[config.mk]
export PLATFORM = sky130hd
export DESIGN_NAME = teclado_decimal_debounce_flat
export DESIGN_NICKNAME = d
export VERILOG_FILES = /design/src/rtl/teclado_pkg.sv /design/src/rtl/teclado_decimal_debounce_if.sv /design/src/rtl/sync_2ff.sv /design/src/rtl/teclado_decimal_debounce.sv /design/src/flat_wrapper.sv
export SDC_FILE = /design/constraint.sdc
export NUM_CORES = 1
export LEC_CHECK = 0
export BUFFER_PORTS_ARGS = -buffer_cell sky130_fd_sc_hd__buf_2
export CORE_AREA = 2 2 65 79
export DETAILED_ROUTE_END_ITERATION = 8
export DIE_AREA = 0 0 67 81
export GPL_ROUTABILITY_DRIVEN = 0
export GPL_TIMING_DRIVEN = 1
export PLACE_DENSITY_LB_ADDON = 0.25
export SLEW_MARGIN = 20
export SYNTH_ARGS = -nofsm -noshare
export SYNTH_HDL_FRONTEND = slang
export SYNTH_HIERARCHICAL = 1
export SYNTH_SLANG_ARGS = --single-unit
export TNS_END_PERCENT = 5
[constraint.sdc]
create_clock -name clk -period 5.9 [get_ports clk]
set_input_delay 1.18 -clock clk [delete_from_list [all_inputs] [get_ports clk]]
set_output_delay 1.18 -clock clk [all_outputs]
set_load 0.01 [all_outputs]
[src/rtl/teclado_pkg.sv]
// Shared types, constants and helpers for the decimal keypad input stage.
package teclado_pkg;

    localparam int N_KEYS               = 10;
    localparam int DEBOUNCE_CYCLES_DEF  = 4;

    typedef enum logic [1:0] {
        IDLE       = 2'd0,
        DB_PRESS   = 2'd1,
        HELD       = 2'd2,
        DB_RELEASE = 2'd3
    } state_t;

    // True when exactly one key line is active.
    function automatic logic is_onehot(input logic [9:0] x);
        return (x != 10'd0) && ((x & (x - 10'd1)) == 10'd0);
    endfunction

endpackage

[src/rtl/teclado_decimal_debounce_if.sv]
// Keypad-side bus: raw key lines in, debounced one-hot code and status out.
interface teclado_decimal_debounce_if;
    import teclado_pkg::*;

    logic [N_KEYS-1:0] keys;
    logic [N_KEYS-1:0] D;
    logic              key_valid;
    logic              key_held;
    logic              multi_err;

    modport master (
        output keys,
        input  D, key_valid, key_held, multi_err
    );

    modport slave (
        input  keys,
        output D, key_valid, key_held, multi_err
    );

endinterface

[src/rtl/sync_2ff.sv]
// Two-flop synchroniser bank for asynchronous inputs, async active-low reset.
module sync_2ff #(
    parameter int WIDTH = 1
) (
    input  logic             clk,
    input  logic             reset,
    input  logic [WIDTH-1:0] i_d,
    output logic [WIDTH-1:0] o_q
);

    logic [WIDTH-1:0] r_meta;
    logic [WIDTH-1:0] r_sync;

    always_ff @(posedge clk or negedge reset) begin
        if (!reset) begin
            r_meta <= '0;
            r_sync <= '0;
        end else begin
            r_meta <= i_d;
            r_sync <= r_meta;
        end
    end

    assign o_q = r_sync;

endmodule

[src/rtl/teclado_decimal_debounce.sv]
// Debounces a 10-key decimal keypad, rejects simultaneous presses and latches
// each accepted key as a one-hot code with a single-cycle strobe.
module teclado_decimal_debounce
    import teclado_pkg::*;
#(
    parameter int DEBOUNCE_CYCLES = DEBOUNCE_CYCLES_DEF
) (
    input  logic                        clk,
    input  logic                        reset,
    teclado_decimal_debounce_if.slave   bus
);

    localparam int                CNT_W    = $clog2(DEBOUNCE_CYCLES + 1);
    localparam logic [CNT_W-1:0]  CNT_MAX  = CNT_W'(DEBOUNCE_CYCLES);
    localparam logic [CNT_W-1:0]  CNT_LAST = CNT_W'(DEBOUNCE_CYCLES - 1);
    localparam logic [CNT_W-1:0]  CNT_ONE  = CNT_W'(1);

    logic [N_KEYS-1:0] w_sync;
    state_t            r_state;
    logic [CNT_W-1:0]  r_cnt;
    logic [N_KEYS-1:0] r_cand;
    logic [N_KEYS-1:0] r_d;
    logic              r_valid;
    logic              r_held;
    logic              r_multi;

    function automatic logic [CNT_W-1:0] sat_inc(input logic [CNT_W-1:0] c);
        return (c >= CNT_MAX) ? CNT_MAX : c + CNT_ONE;
    endfunction

    sync_2ff #(.WIDTH(N_KEYS)) u_sync (
        .clk   (clk),
        .reset (reset),
        .i_d   (bus.keys),
        .o_q   (w_sync)
    );

    always_ff @(posedge clk or negedge reset) begin
        if (!reset) begin
            r_state <= IDLE;
            r_cnt   <= '0;
            r_cand  <= '0;
            r_d     <= '0;
            r_valid <= 1'b0;
            r_held  <= 1'b0;
            r_multi <= 1'b0;
        end else begin
            r_valid <= 1'b0;
            case (r_state)
                IDLE: begin
                    if (is_onehot(w_sync)) begin
                        r_cand <= w_sync;
                        // A single stable sample is already enough when DEBOUNCE_CYCLES is 1.
                        if (DEBOUNCE_CYCLES == 1) begin
                            r_d     <= w_sync;
                            r_valid <= 1'b1;
                            r_held  <= 1'b1;
                            r_multi <= 1'b0;
                            r_state <= HELD;
                        end else begin
                            r_cnt   <= CNT_ONE;
                            r_state <= DB_PRESS;
                        end
                    end else if (w_sync != '0) begin
                        r_multi <= 1'b1;
                    end else begin
                        r_multi <= 1'b0;
                    end
                end
                DB_PRESS: begin
                    if (w_sync != r_cand) begin
                        r_state <= IDLE;
                        r_cnt   <= '0;
                        r_multi <= (w_sync != '0) && !is_onehot(w_sync);
                    end else if (r_cnt >= CNT_LAST) begin
                        r_d     <= r_cand;
                        r_valid <= 1'b1;
                        r_held  <= 1'b1;
                        r_multi <= 1'b0;
                        r_state <= HELD;
                    end else begin
                        r_cnt <= sat_inc(r_cnt);
                    end
                end
                HELD: begin
                    // Extra or changed keys while held are deliberately ignored.
                    if (w_sync == '0) begin
                        if (DEBOUNCE_CYCLES == 1) begin
                            r_held  <= 1'b0;
                            r_cnt   <= '0;
                            r_state <= IDLE;
                        end else begin
                            r_cnt   <= CNT_ONE;
                            r_state <= DB_RELEASE;
                        end
                    end
                end
                DB_RELEASE: begin
                    if (w_sync != '0) begin
                        r_state <= HELD;
                    end else if (r_cnt >= CNT_LAST) begin
                        r_held  <= 1'b0;
                        r_cnt   <= '0;
                        r_state <= IDLE;
                    end else begin
                        r_cnt <= sat_inc(r_cnt);
                    end
                end
                default: begin
                    r_state <= IDLE;
                    r_cnt   <= '0;
                end
            endcase
        end
    end

    assign bus.D         = r_d;
    assign bus.key_valid = r_valid;
    assign bus.key_held  = r_held;
    assign bus.multi_err = r_multi;

endmodule

[src/flat_wrapper.sv]
// flat-port wrapper written by rule: the top's interface ports become plain ports
module teclado_decimal_debounce_flat import teclado_pkg::*;
#(
    parameter int DEBOUNCE_CYCLES = DEBOUNCE_CYCLES_DEF
)
  (clk, reset, bus_keys, bus_D, bus_key_valid, bus_key_held, bus_multi_err);
  teclado_decimal_debounce_if bus_i ();
  input  logic clk;
  input  logic reset;
  input wire logic [$bits(bus_i.keys)-1:0] bus_keys;
  output wire logic [$bits(bus_i.D)-1:0] bus_D;
  output wire logic [$bits(bus_i.key_valid)-1:0] bus_key_valid;
  output wire logic [$bits(bus_i.key_held)-1:0] bus_key_held;
  output wire logic [$bits(bus_i.multi_err)-1:0] bus_multi_err;
  assign bus_i.keys = bus_keys;
  assign bus_D = bus_i.D;
  assign bus_key_valid = bus_i.key_valid;
  assign bus_key_held = bus_i.key_held;
  assign bus_multi_err = bus_i.multi_err;
  teclado_decimal_debounce #(.DEBOUNCE_CYCLES(DEBOUNCE_CYCLES)) u_core (.clk(clk), .reset(reset), .bus(bus_i));
endmodule
### Word-level counts from Yosys, hierarchy flattened

Index checks and enable logic that the tools add are counted.

* $add $sub $neg: 2
* multipliers: 0
* divide/modulo/power cells: 0
* $lt $le $gt $ge: 2
* equal/unequal tests: 14
* shift operators: 0
* mux-type cells: 27
* bitwise gates (word level): 2
* reduce and logical (&&, ||, !) cells: 15

Operators by type and width (count)
* $mux W3: 7
* $logic_not A10 Y1: 2
* $mux W2: 6
* $pmux W3 S4: 1
* $and A10 B10 Y10: 1
* $mux W1: 10
* $ne A10 B10 Y1: 1
* $reduce_bool A10 Y1: 1
* $sub A10 B1 Y10 const B: 1
* $ne A2 B1 Y1 const B: 4
* $pmux W2 S4: 1
* $reduce_and A4 Y1: 2
* $ne A2 B2 Y1 const B: 3
* $ne A3 B1 Y1 const B: 2
* $reduce_and A3 Y1: 2
* $reduce_and A5 Y1: 1
* $eq A2 B2 Y1 const B: 2
* $pmux W1 S2: 2
* $reduce_bool A2 Y1: 2
* $add A3 B1 Y3 const B: 1
* $ge A3 B2 Y1 const B: 1
* $ge A3 B3 Y1 const B: 1
* $ne A3 B2 Y1 const B: 1
* $eq A2 B1 Y1 const B: 1
* 5 further kinds: 6

* bits in registers: 48
* latch bits: 0
* RAM bits: 0
* memory bits (read-only): 0
* input bits: 12
* output and inout port bits: 13
* logic and storage cells: 71
* memories kept: 0

### Depth between registers and ports, before layout

Gate-level depths: netlist (run 1).

* word-level depth: 8
* mapped depth: 8
* depth with buffers taken out: 7

### Hierarchy

The synthesis (run 1) kept the hierarchy.

Modules (own cells, without submodules)
* teclado_decimal_debounce: instances 1, cells an instance 131, area an instance 1521.5 sq um, seq. area each 700.7 sq um
* sync_2ff: instances 1, cells an instance 20, area an instance 500.5 sq um, seq. area each 500.5 sq um

### Worst setup path after synthesis (run 1)

Ideal clock, no wire load.

* path type: reg2reg
* from: register u_core.u_sync.r_sync[2], in the netlist u_core/u_sync/o_q[2]
* to: register u_core.r_cand[0]
* setup time: 125 ps
* arrival: 2099 ps
* data required time: 5775 ps
* slack: 3676 ps
* stages on the path, launching flop included: 8
* path buffers: 2
* period minus slack after synthesis: 2224 ps
* path through: dfrtp_1 buf_6 maj3_1 o31a_2 or3_1 a21oi_4 buf_6 mux2_2

* longest elaborated chain between the ends: 5
* elaborated cells on any way between the ends: 6
* those cells by class: add/sub: 1; bitwise: 1; reduce/logical: 4

Ends and longest elaborated chain
* from (decl): line sync_2ff.sv:12 `logic [WIDTH-1:0] r_sync;`
* from (signal assigned): line sync_2ff.sv:20 `r_sync <= r_meta;`
* $sub A10 B1 Y10: line teclado_pkg.sv:16 `return (x != 10'd0) && ((x & (x - 10'd1)) == 10'd0);`
* $and A10 B10 Y10: line teclado_pkg.sv:16
* $logic_not A10 Y1: line teclado_pkg.sv:16
* $logic_and A1 B1 Y1 (*): line teclado_pkg.sv:16
* $reduce_and A2 Y1 (no line) (*)
* to (signal assigned): line teclado_decimal_debounce.sv:52 `r_cand <= w_sync;`
* to (decl): line teclado_decimal_debounce.sv:21 `logic [N_KEYS-1:0] r_cand;`

Every way passes the cells marked *; elsewhere a longest branch is shown, timed or not.
A chain may end at the register's enable or synchronous reset.

### Worst setup path in the final report (run 1)

* from: register u_core.r_cnt[1]
* to: register u_core.r_d[5], in the netlist u_core/bus.D[5]

* longest elaborated chain between the ends: 2

Ends and longest elaborated chain
* from (decl): line teclado_decimal_debounce.sv:20 `logic [CNT_W-1:0] r_cnt;`
* from (signal assigned): line teclado_decimal_debounce.sv:82 `r_cnt <= sat_inc(r_cnt);`
* from (signal assigned): line teclado_decimal_debounce.sv:106 `r_cnt <= sat_inc(r_cnt);`
* $ge A3 B2 Y1: line teclado_decimal_debounce.sv:75 `end else if (r_cnt >= CNT_LAST) begin`
* $reduce_and A3 Y1 (no line)
* to (signal assigned): line teclado_decimal_debounce.sv:55 `r_d <= w_sync;`
* to (signal assigned): line teclado_decimal_debounce.sv:76 `r_d <= r_cand;`
* to (decl): line teclado_decimal_debounce.sv:22 `logic [N_KEYS-1:0] r_d;`

No other way between the ends.

==> flow_summary.yaml, run 1 <==
drt:
  drc: 0
  met1_length_um: 1500
  drt_iter0_drc: 104
  finalWirelength_um: 3680
  wl_met2_um: 1930
  wl_met3_um: 172
  detail-route-antenna-nets: 0
  vias_per_cell: 5.56
  wl_per_cell_um: 15.5
  route.top_layer_used: "met4"
  drt-pass1-iter-count: 4
  vias: 1317
global_routing:
  grtUsageTotal: 0.152
  grt_pass1_vias: 1356
  grt_pass1_wl_um: 6120
  grt_overflow: 0
  antenna_found_initial: 0
  grt_max_degree: 49
cts:
  clock_latency_ns: 0.30
  cts-buffers-inserted: 5
  post_cts_buffers: 0
  clock_sinks: 48
  cts_tree: "yes"
  holdBufCountCts: 0
  post_cts_resized: 0
  htreeDepth: 2
  ctsRootBufferMaster: "clkbuf_8"
  clockBufferDepth: 2
  cts.clk_slew.worst_paths_ns: 0.08
logic_synthesis:
  synth_top_area_frac: 0.594
  yosysTopAreaCell: "dfrtp_1"
  ys_ff_latch: 48
  synth-compound-area-share: 0.101
  synth_mux_area_frac: 0.113
  synthFlopType: "dfrtp_1"
  synth_top_family_by_area: "multiplexers"
  synth.top_cells.by_area: "dfrtp_1 (59%), mux2_2 (11%), xnor2_1 (4.3%)"
  synthArstFlopShare: 1.00
  synthAdderAreaFrac: 0.0235
  ys_seq_area_frac: 0.594
  synth_area_sq_um: 2020
  synthCells: 151
  synthSimpleGateAreaFrac: 0.0941
  synth_common_cells: "dfrtp_1 (48), mux2_2 (19), xnor2_1 (10), nor2_1 (7)"
  synth-xor-area-share: 0.0433
  syn-num-nets: 166
  syn_avg_cell_area_sq_um: 13.4
  yosysUniqueCellTypes: 43
  yosysWarningCount: 6
  yosysMostFrequentCell: "dfrtp_1"
  synth-edff-count: 0
timing:
  fin_crit_ns: 2.52
  skew_ns: 0.00511
  setup_viol: 0
  hold_violations: 0
  fmax_mhz: 397
  tightestPinTransition_ns: 0.590
  setup_tns_ns: 0
  slew_viol_final: 0
  period_share: 0.427
  rsz0062_at_grt: "no"
  relSlewSlack: 0.607
critical_path:
  start_kind: "flop"
  crit_arrival_ns: 2.71
  critPathCaptureType: "flop"
  cp_max_fo: 10
  setup.worst_path.class: "flop to flop"
  worstPathRequired_ns: 6.09
power:
  clkPwrFrac: 0.388
  netSwitchingFraction: 0.216
  ir_drop_mv: 0.151
  power_density_nw_per_um2: 302
  power_frac_seq: 0.535
  intPower_w: 0.000545
  power.leakage_nw: 1.04
  p_switching_w: 0.000150
  p_comb_frac: 0.077
  power_w: 0.000695
placement:
  hpwl_um: 2660
  io_buffers: 24
run:
  cap_violations: 0
die:
  dieArea_sq_um: 5430
  top_level_ports: 25
  die_w_um: 67
  fp.coreArea_sq_um: 4760
  start_util: 0.424
  die_y_um: 81
  rows: 28
min_path:
  hold_class: "flop to flop"
layout:
  insertedDiodeCount: 0
  fill_cells: 453
  seq_area_sq_um: 1200
  multi_input_area_sq_um: 759
  nNetsFinal: 192
  area_growth_syn_to_layout_pct: 14.0
  drive_above_1_share: 0.322
status:
  status: "finished clean"
-- cell usage in the layout, fill, tap and decap left out, drive strengths merged, types with 2 or more instances in the layout --
cell type / count
bufinv: 2
or4: 3
nor2: 7
nand2: 3
nand3: 6
buf: 24
mux2: 20
nor3: 3
dfrtp: 48
clkbuf: 5
o21ai: 6
inv: 5
nor4: 5
ha: 3
xnor2: 10
nand4: 2
a21oi: 2
-- cell families (layout without fill, tap and decap cells) --
logic type | after synthesis | count (layout)
flip-flops | 48 | 48
AND/OR/NAND/NOR | 34 | 34
AO/OA/AOI/OAI | 25 | 25
multiplexers | 20 | 20
XOR/XNOR | 10 | 10
buffers and inverters | 10 | 36
adder cells (fa/ha/maj) | 4 | 4
-- worst max-delay path: stages (launching register included) --
cell and delay, ns:
dfrtp_1 0.44, ha_1 0.18, ha_1 0.18, a211o_1 0.18, nand2_1 0.13, nor4_1 0.37, and2_1 0.53, mux2_2 0.40
-- layer usage --
| layer | vias up | global-route usage |
|---|---|---|
| met2 | 40 | 0.259 |
| met4 | 0 | 0.0735 |
| met3 | 7 | 0.0374 |
| met5 | - | 0 |
| met1 | 670 | 0.177 |
| li1 | 600 | - |
-- power groups by stage --
stage | sequential [W] | combinational [W] | clock [W]
finish | 0.000372 | 0.0000532 | 0.000270
global route | 0.000376 | 0.0000591 | 0.000290
CTS | 0.000372 | 0.0000541 | 0.000277
detailed placement | 0.000379 | 0.0000539 | 0
global placement | 0.000377 | 0.0000518 | 0
floorplan | 0.000371 | 0.0000410 | 0
-- flip-flops by register name, summed over array words and instances (netlist names) --
signal and flops:
u_core/u_sync/r_meta 10, u_core/bus.D 10, u_core/r_cnt 3, u_core/bus.key_valid 1, u_core/r_state 2, u_core/r_cand 10, u_core/bus.multi_err 1, u_core/u_sync/o_q 10
u_core/bus.key_held 1
-- worst paths after layout --
path	endpoint	cells past startpoint	from	slack, ns
max	u_core/bus.D[5]$_DFFE_PN0P_	7	u_core/r_cnt[1]$_DFFE_PN0P_	3.38
min	u_core/u_sync/o_q[3]$_DFF_PN0_	0	u_core/u_sync/r_meta[3]$_DFF_PN0_	0.35
max reg2reg	u_core/bus.D[5]$_DFFE_PN0P_	7	u_core/r_cnt[1]$_DFFE_PN0P_	3.38
min reg2reg	u_core/u_sync/o_q[3]$_DFF_PN0_	0	u_core/u_sync/r_meta[3]$_DFF_PN0_	0.35
max in group asynchronous	u_core/bus.D[7]$_DFFE_PN0P_	1	reset	4.62
min in group asynchronous	u_core/bus.D[9]$_DFFE_PN0P_	1	reset	0.88
-- layout make-up --
class                   count  share of cell area
well taps                  60              0.0326
flip-flops and latches     48               0.521
clock inverters             2              0.0260
inverters                   5             0.00814
clock buffers               5              0.0298
multi-input cells          93               0.329
repair buffers             24              0.0532
-- metrics by stage --
step,hold WS [ns],instances,setup WS (ns),area (sq um),utilization
finish,0.351,237,3.38,2310,0.484
detailed placement,0.336,230,3.43,2170,0.456
floorplan,0.331,151,3.68,2020,-
global placement,0.331,230,3.48,2170,0.456
CTS,0.356,237,3.41,2300,0.483
global route,0.361,237,3.18,2310,0.484
Note: power is estimated with default switching activity, not from simulation.
==> run 2, diff against run 1 <==
--- a/config.mk
+++ b/config.mk
@@ -5,10 +5,11 @@
 export SDC_FILE = /design/constraint.sdc
 export NUM_CORES = 1
 export LEC_CHECK = 0
+export ABC_AREA = 1
 export BUFFER_PORTS_ARGS = -buffer_cell sky130_fd_sc_hd__buf_2
-export CORE_AREA = 2 2 65 79
+export CORE_AREA = 2 2 67 81
 export DETAILED_ROUTE_END_ITERATION = 8
-export DIE_AREA = 0 0 67 81
+export DIE_AREA = 0 0 69 83
 export GPL_ROUTABILITY_DRIVEN = 0
 export GPL_TIMING_DRIVEN = 1
 export PLACE_DENSITY_LB_ADDON = 0.25
==> constraint.sdc (replaced) <==
create_clock -name clk -period 2.6 [get_ports clk]
set_input_delay 0.52 -clock clk [delete_from_list [all_inputs] [get_ports clk]]
set_output_delay 0.52 -clock clk [all_outputs]
set_load 0.01 [all_outputs]
==> run 2 against run 1 <==
First-iteration DRC count decreased by 17%. Clock-buffer cell count unchanged. Synthesized area increased by 7.1%. Combinational power increased to 2.9 times the previous value. Hold slack got worse by 0.057 ns. Fmax increased by 29%. Via count increased by 16%.
==> flow_summary.yaml, run 2 <==
layout:
  area_growth_syn_to_layout_pct: 14.0
  insertedDiodeCount: 0
  nNetsFinal: 289
  mostFrequentLayoutCells: "nand2_1 (80), dfrtp_1 (48), buf_2 (24)"
  layout_commonest_cell: "nand2_1"
  drive_above_1_share: 0.255
timing:
  worst_slack_ns: 0.648
  period_share: 0.751
  relSlewSlack: 0.612
  slew_viol_final: 0
  whs_ns: 0.294
  tightestPinTransition_ns: 0.581
  setup_viol: 0
  hold_violations: 0
  fin_crit_ns: 1.95
  fmax_mhz: 512
  setup_tns_ns: 0
  rsz0062_at_grt: "no"
  skew_ns: 0.00651
die:
  start_util: 0.442
  rows: 28
  fp.coreArea_sq_um: 4900
  die_y_um: 83
  dieArea_sq_um: 5730
  top_level_ports: 25
  die_w_um: 69
logic_synthesis:
  syn-num-nets: 261
  ys_ff_latch: 48
  yosysWarningCount: 6
  yosysTopAreaCell: "dfrtp_1"
  synthFlopType: "dfrtp_1"
  synth.top_cells.by_area: "dfrtp_1 (55%), nand2_1 (14%), o21ai_2 (4.0%)"
  synthArstFlopShare: 1.00
  yosysMostFrequentCell: "nand2_1"
  syn_avg_cell_area_sq_um: 8.80
  yosysUniqueCellTypes: 23
  synth_top_area_frac: 0.555
  synthCells: 246
  ys_seq_area_frac: 0.555
  synth-edff-count: 0
  synth_area_sq_um: 2170
  synth_common_cells: "nand2_1 (80), dfrtp_1 (48), inv_1 (21), nor2_1 (19), inv_2 (13)"
power:
  ir_drop_mv: 0.377
  power_w: 0.00163
  power_density_nw_per_um2: 658
  power.leakage_nw: 1.26
min_path:
  hold_class: "input port to asynchronous set/reset pin"
cts:
  ctsRootBufferMaster: "clkbuf_8"
  clock_sinks: 48
  clockBufferDepth: 2
  post_cts_resized: 0
  holdBufCountCts: 0
  cts.clk_slew.worst_paths_ns: 0.09
  clock_latency_ns: 0.30
  htreeDepth: 2
  cts_tree: "yes"
  cts-buffers-inserted: 5
  post_cts_buffers: 0
global_routing:
  grtUsageTotal: 0.139
  grt_overflow: 0
  antenna_found_initial: 0
  grt_pass1_wl_um: 6500
  grt_pass1_vias: 1500
  grt_max_degree: 49
critical_path:
  worstPathRequired_ns: 2.80
  crit_arrival_ns: 2.15
  critPathCaptureType: "flop"
  cp_max_fo: 20
  setup.worst_path.class: "flop to flop"
  timing.reg2reg.setup_slack_ns: 0.65
  start_kind: "flop"
drt:
  detail-route-antenna-nets: 0
  vias_per_cell: 4.56
  drt_iter0_drc: 86
  drc: 0
  wl_met2_um: 1740
  met1_length_um: 1720
  vias: 1529
  route.top_layer_used: "met4"
  wl_per_cell_um: 10.9
  finalWirelength_um: 3640
  drt-pass1-iter-count: 4
  wl_met3_um: 117
status:
  status: "finished clean"
placement:
  place_ws_ns: 0.658
  hpwl_um: 2650
  io_buffers: 24
run:
  cap_violations: 0
run 2: changes by cell type after synthesis, sizes merged, moves of 5 or more:
cell,change
nand2,+80
inv,+29
nor4,-5
xnor2,-8
mux2,-20
nor2,+19
o21ai,+13
nand3,+8
run 2: worst paths after layout:
check | from | to | depth (start not counted)
min | reset | u_core/bus.D[0]$_DFFE_PN0P_ | 2
max in group asynchronous | reset | u_core/bus.D[7]$_DFFE_PN0P_ | 2
max | u_core/r_cnt[0]$_DFFE_PN0P_ | u_core/r_cnt[2]$_DFFE_PN0P_ | 10
min in group clk | bus_keys[0] | u_core/u_sync/r_meta[0]$_DFF_PN0_ | 1
min reg2reg | u_core/u_sync/r_meta[5]$_DFF_PN0_ | u_core/u_sync/o_q[5]$_DFF_PN0_ | 0
max reg2reg | u_core/r_cnt[0]$_DFFE_PN0P_ | u_core/r_cnt[2]$_DFFE_PN0P_ | 10
run 2: layout make-up:
class | instances | area, sq um
fillers | 468 | 2440
flip-flops and latches | 48 | 1200
repair buffers | 25 | 128
well taps | 60 | 75.1
clock inverters | 3 | 68.8
clock buffers | 5 | 68.8
inverters | 34 | 128
multi-input cells | 160 | 800
run 2: where the power goes:
group,internal [W],switching (W)
Combinational,0.0000578,0.0000981
Clock,0.000387,0.000255
Sequential,0.000789,0.0000390
run 2: logic make-up after synthesis:
kind of cell	Yosys count	synth area share
AND/OR/NAND/NOR	128	0.259
adder cells (fa/ha/maj)	3	0.0173
AO/OA/AOI/OAI	27	0.0843
buffers and inverters	38	0.0763
XOR/XNOR	2	0.00809
flip-flops	48	0.555
run 2: worst max-delay path: stages (launching register included):
cell and delay (ns):
dfrtp_1 0.43, ha_1 0.21, ha_1 0.17, inv_1 0.05
nand3_1 0.18, nand4_2 0.43, nand2_2 0.08, inv_2 0.10
nand3_2 0.09, nand2_1 0.07, nand2_1 0.04
run 2: metrics by stage:
step	cells	util	cell area [sq um]
3_3_place_gp	327	0.475	2330
4_1_cts	335	0.503	2470
6_report	335	0.503	2470
5_1_grt	335	0.503	2470
3_5_place_dp	327	0.475	2330
2_1_floorplan	246	-	2170
run 2: routing by layer:
layer,track usage,vias to the layer above
met2,0.234,23
met1,0.171,681
li1,-,819
met3,0.0352,6
met4,0.0535,0
met5,0,-
==> run 3, diff against run 2 <==
==> constraint.sdc (replaced) <==
create_clock -name clk -period 1.6 [get_ports clk]
set_input_delay 0.32 -clock clk [delete_from_list [all_inputs] [get_ports clk]]
set_output_delay 0.32 -clock clk [all_outputs]
set_load 0.01 [all_outputs]
==> run 3 against run 2 <==
Critical endpoint is now u_core/r_cand[3]$_DFFE_PN0P_. The flow now finishes with violations (setup timing). Cell count up 4.8%. Non-clock buffer count up 16. Critical path type unchanged. Global-route usage up 0.77 points.
==> flow_summary.yaml, run 3 (synthesized netlist as in run 2, its figures left out) <==
status:
  status: "complete, but fails checks"
  violations: "setup timing"
drt:
  detail-route-antenna-nets: 0
  drt-pass1-iter-count: 4
  drc: 0
  drt_iter0_drc: 106
  finalWirelength_um: 3830
  vias: 1631
  vias_per_cell: 4.65
  wl_per_cell_um: 10.9
timing:
  fin_crit_ns: 1.62
  rsz0062_at_grt: "yes"
  fmax_mhz: 619
  tightestPinTransition_ns: 0.336
  slew_viol_final: 0
  relSlewSlack: 0.775
  period_share: 1.01
  skew_ns: 0.00199
  setup_viol: 9
  hold_violations: 0
  worst_slack_ns: -0.0156
die:
  rows: 28
  dieArea_sq_um: 5730
  die_w_um: 69
  die_y_um: 83
  start_util: 0.442
  top_level_ports: 25
  fp.coreArea_sq_um: 4900
cts:
  cts_tree: "yes"
  clock_latency_ns: 0.30
  ctsRootBufferMaster: "clkbuf_8"
  cts-buffers-inserted: 5
  clock_sinks: 48
  htreeDepth: 2
  cts.clk_slew.worst_paths_ns: 0.09
  clockBufferDepth: 2
critical_path:
  critPathTopFamily: "simple AND/OR/NAND/NOR gates"
  crit_top_cell: "nand2_1"
  cpMaxStageDelayCell: "dfrtp_1"
  slowest_delay_ns: 0.42
  setup.worst_path.class: "flop to flop"
  start_kind: "flop"
  crit_arrival_ns: 1.82
  cp_max_fo: 7
  worstPathRequired_ns: 1.80
  critPathCaptureType: "flop"
  crit_chain: "nor2_4 > nand2_2 > nor2_1 > nand2_1 > nand2_1 > nand3_2 > nor2_4 > nand2_4 > buf_12 > nand2_1 > o21ai_2"
  cp.buffers_inverters: 1
power:
  p_comb_frac: 0.133
  clkPwrFrac: 0.315
  power_w: 0.00242
  power.leakage_nw: 1.37
  netSwitchingFraction: 0.268
  ir_drop_mv: 0.647
  power_density_nw_per_um2: 907
  p_switching_w: 0.000649
  intPower_w: 0.00177
  power_frac_seq: 0.552
layout:
  area_growth_syn_to_layout_pct: 23.2
  fill_cells: 475
  final_util: 0.544
  fin_cells: 351
  nNetsFinal: 305
  insertedDiodeCount: 0
  layout_commonest_cell: "nand2_1"
  mostFrequentLayoutCells: "nand2_1 (75), dfrtp_1 (48), buf_2 (24)"
  drive_above_1_share: 0.320
placement:
  hpwl_um: 2750
  numPlacedInstances: 341
  io_buffers: 24
global_routing:
  grt_overflow: 0
  grt_pass1_vias: 1565
  grt_pass1_wl_um: 6750
  grtUsageTotal: 0.147
  grt_max_degree: 49
  antenna_found_initial: 0
min_path:
  hold_class: "input port to flop"
run:
  cap_violations: 0
run 3: changes by cell type in the layout (fill, tap and decap cells not counted), moves of 2 or more:
cell	before	now
buf_12	0	3
buf_4	1	11
bufinv_16	2	0
nand2_1	80	75
nand2_2	3	7
nor2_1	19	17
nor2_4	2	5
run 3: per-layer routing:
metal | wire length, um | share of wire | up-vias | global-route usage
met5 | 0 | 0 | - | 0
met2 | 1950 | 0.51 | 26 | 0.245
met1 | 1660 | 0.43 | 742 | 0.173
met3 | 147 | 0.038 | 6 | 0.0437
li1 | - | - | 857 | -
met4 | 83 | 0.022 | 0 | 0.0695
run 3: worst paths after layout:
path                                                    from                                 to  slack, ns  depth (start not counted)
max                           u_core/u_sync/o_q[0]$_DFF_PN0_       u_core/r_cand[3]$_DFFE_PN0P_      -0.02                         11
min                                              bus_keys[1]  u_core/u_sync/r_meta[1]$_DFF_PN0_       0.12                          1
max reg2reg                   u_core/u_sync/o_q[0]$_DFF_PN0_       u_core/r_cand[3]$_DFFE_PN0P_      -0.02                         11
min reg2reg                u_core/u_sync/r_meta[1]$_DFF_PN0_     u_core/u_sync/o_q[1]$_DFF_PN0_       0.35                          0
max in group asynchronous                              reset        u_core/bus.D[0]$_DFFE_PN0P_       0.85                          3
min in group asynchronous                              reset       u_core/r_cand[1]$_DFFE_PN0P_       0.51                          3
run 3: repair_timing:
item / CTS / global route
hold buffers: 1 / 0
pin swaps: 2 / 4
endpoints found under the setup margin: 24 / 27
endpoints found under the hold margin: 48 / 0
resized for setup: 8 / 7
cloned: 0 / 1
buffers inserted: 0 / 0
run 3: layout make-up:
cell class / instances / area, sq um / share of cell area
Inverter: 34 / 128 / 0.0478
Tap cell: 60 / 75.1 / 0.0281
Clock inverter: 2 / 13.8 / 0.00516
Clock buffer: 6 / 82.6 / 0.0310
Multi-Input combinational cell: 160 / 858 / 0.322
Sequential cell: 48 / 1200 / 0.450
Timing Repair Buffer: 41 / 309 / 0.116
run 3: power by group through the flow:
stage               clock [W]  combinational (W)  sequential, W
global placement            0           0.000307        0.00136
CTS                  0.000792           0.000321        0.00134
finish               0.000762           0.000321        0.00134
floorplan                   0           0.000179        0.00136
detailed placement          0           0.000313        0.00136
global route         0.000835           0.000373        0.00135
run 3: stage by stage:
| stage | area (sq um) | TNS [ns] | setup slack, ns | hold WS (ns) |
|---|---|---|---|---|
| 2_1_floorplan | 2170 | 0 | 0.0164 | 0.0244 |
| 3_3_place_gp | 2470 | 0 | 0.00327 | 0.323 |
| 3_5_place_dp | 2470 | -0.281 | -0.0353 | 0.326 |
| 4_1_cts | 2610 | -0.198 | -0.0313 | 0.107 |
| 5_1_grt | 2670 | -2.58 | -0.165 | 0.0929 |
| 6_report | 2670 | -0.103 | -0.0156 | 0.116 |
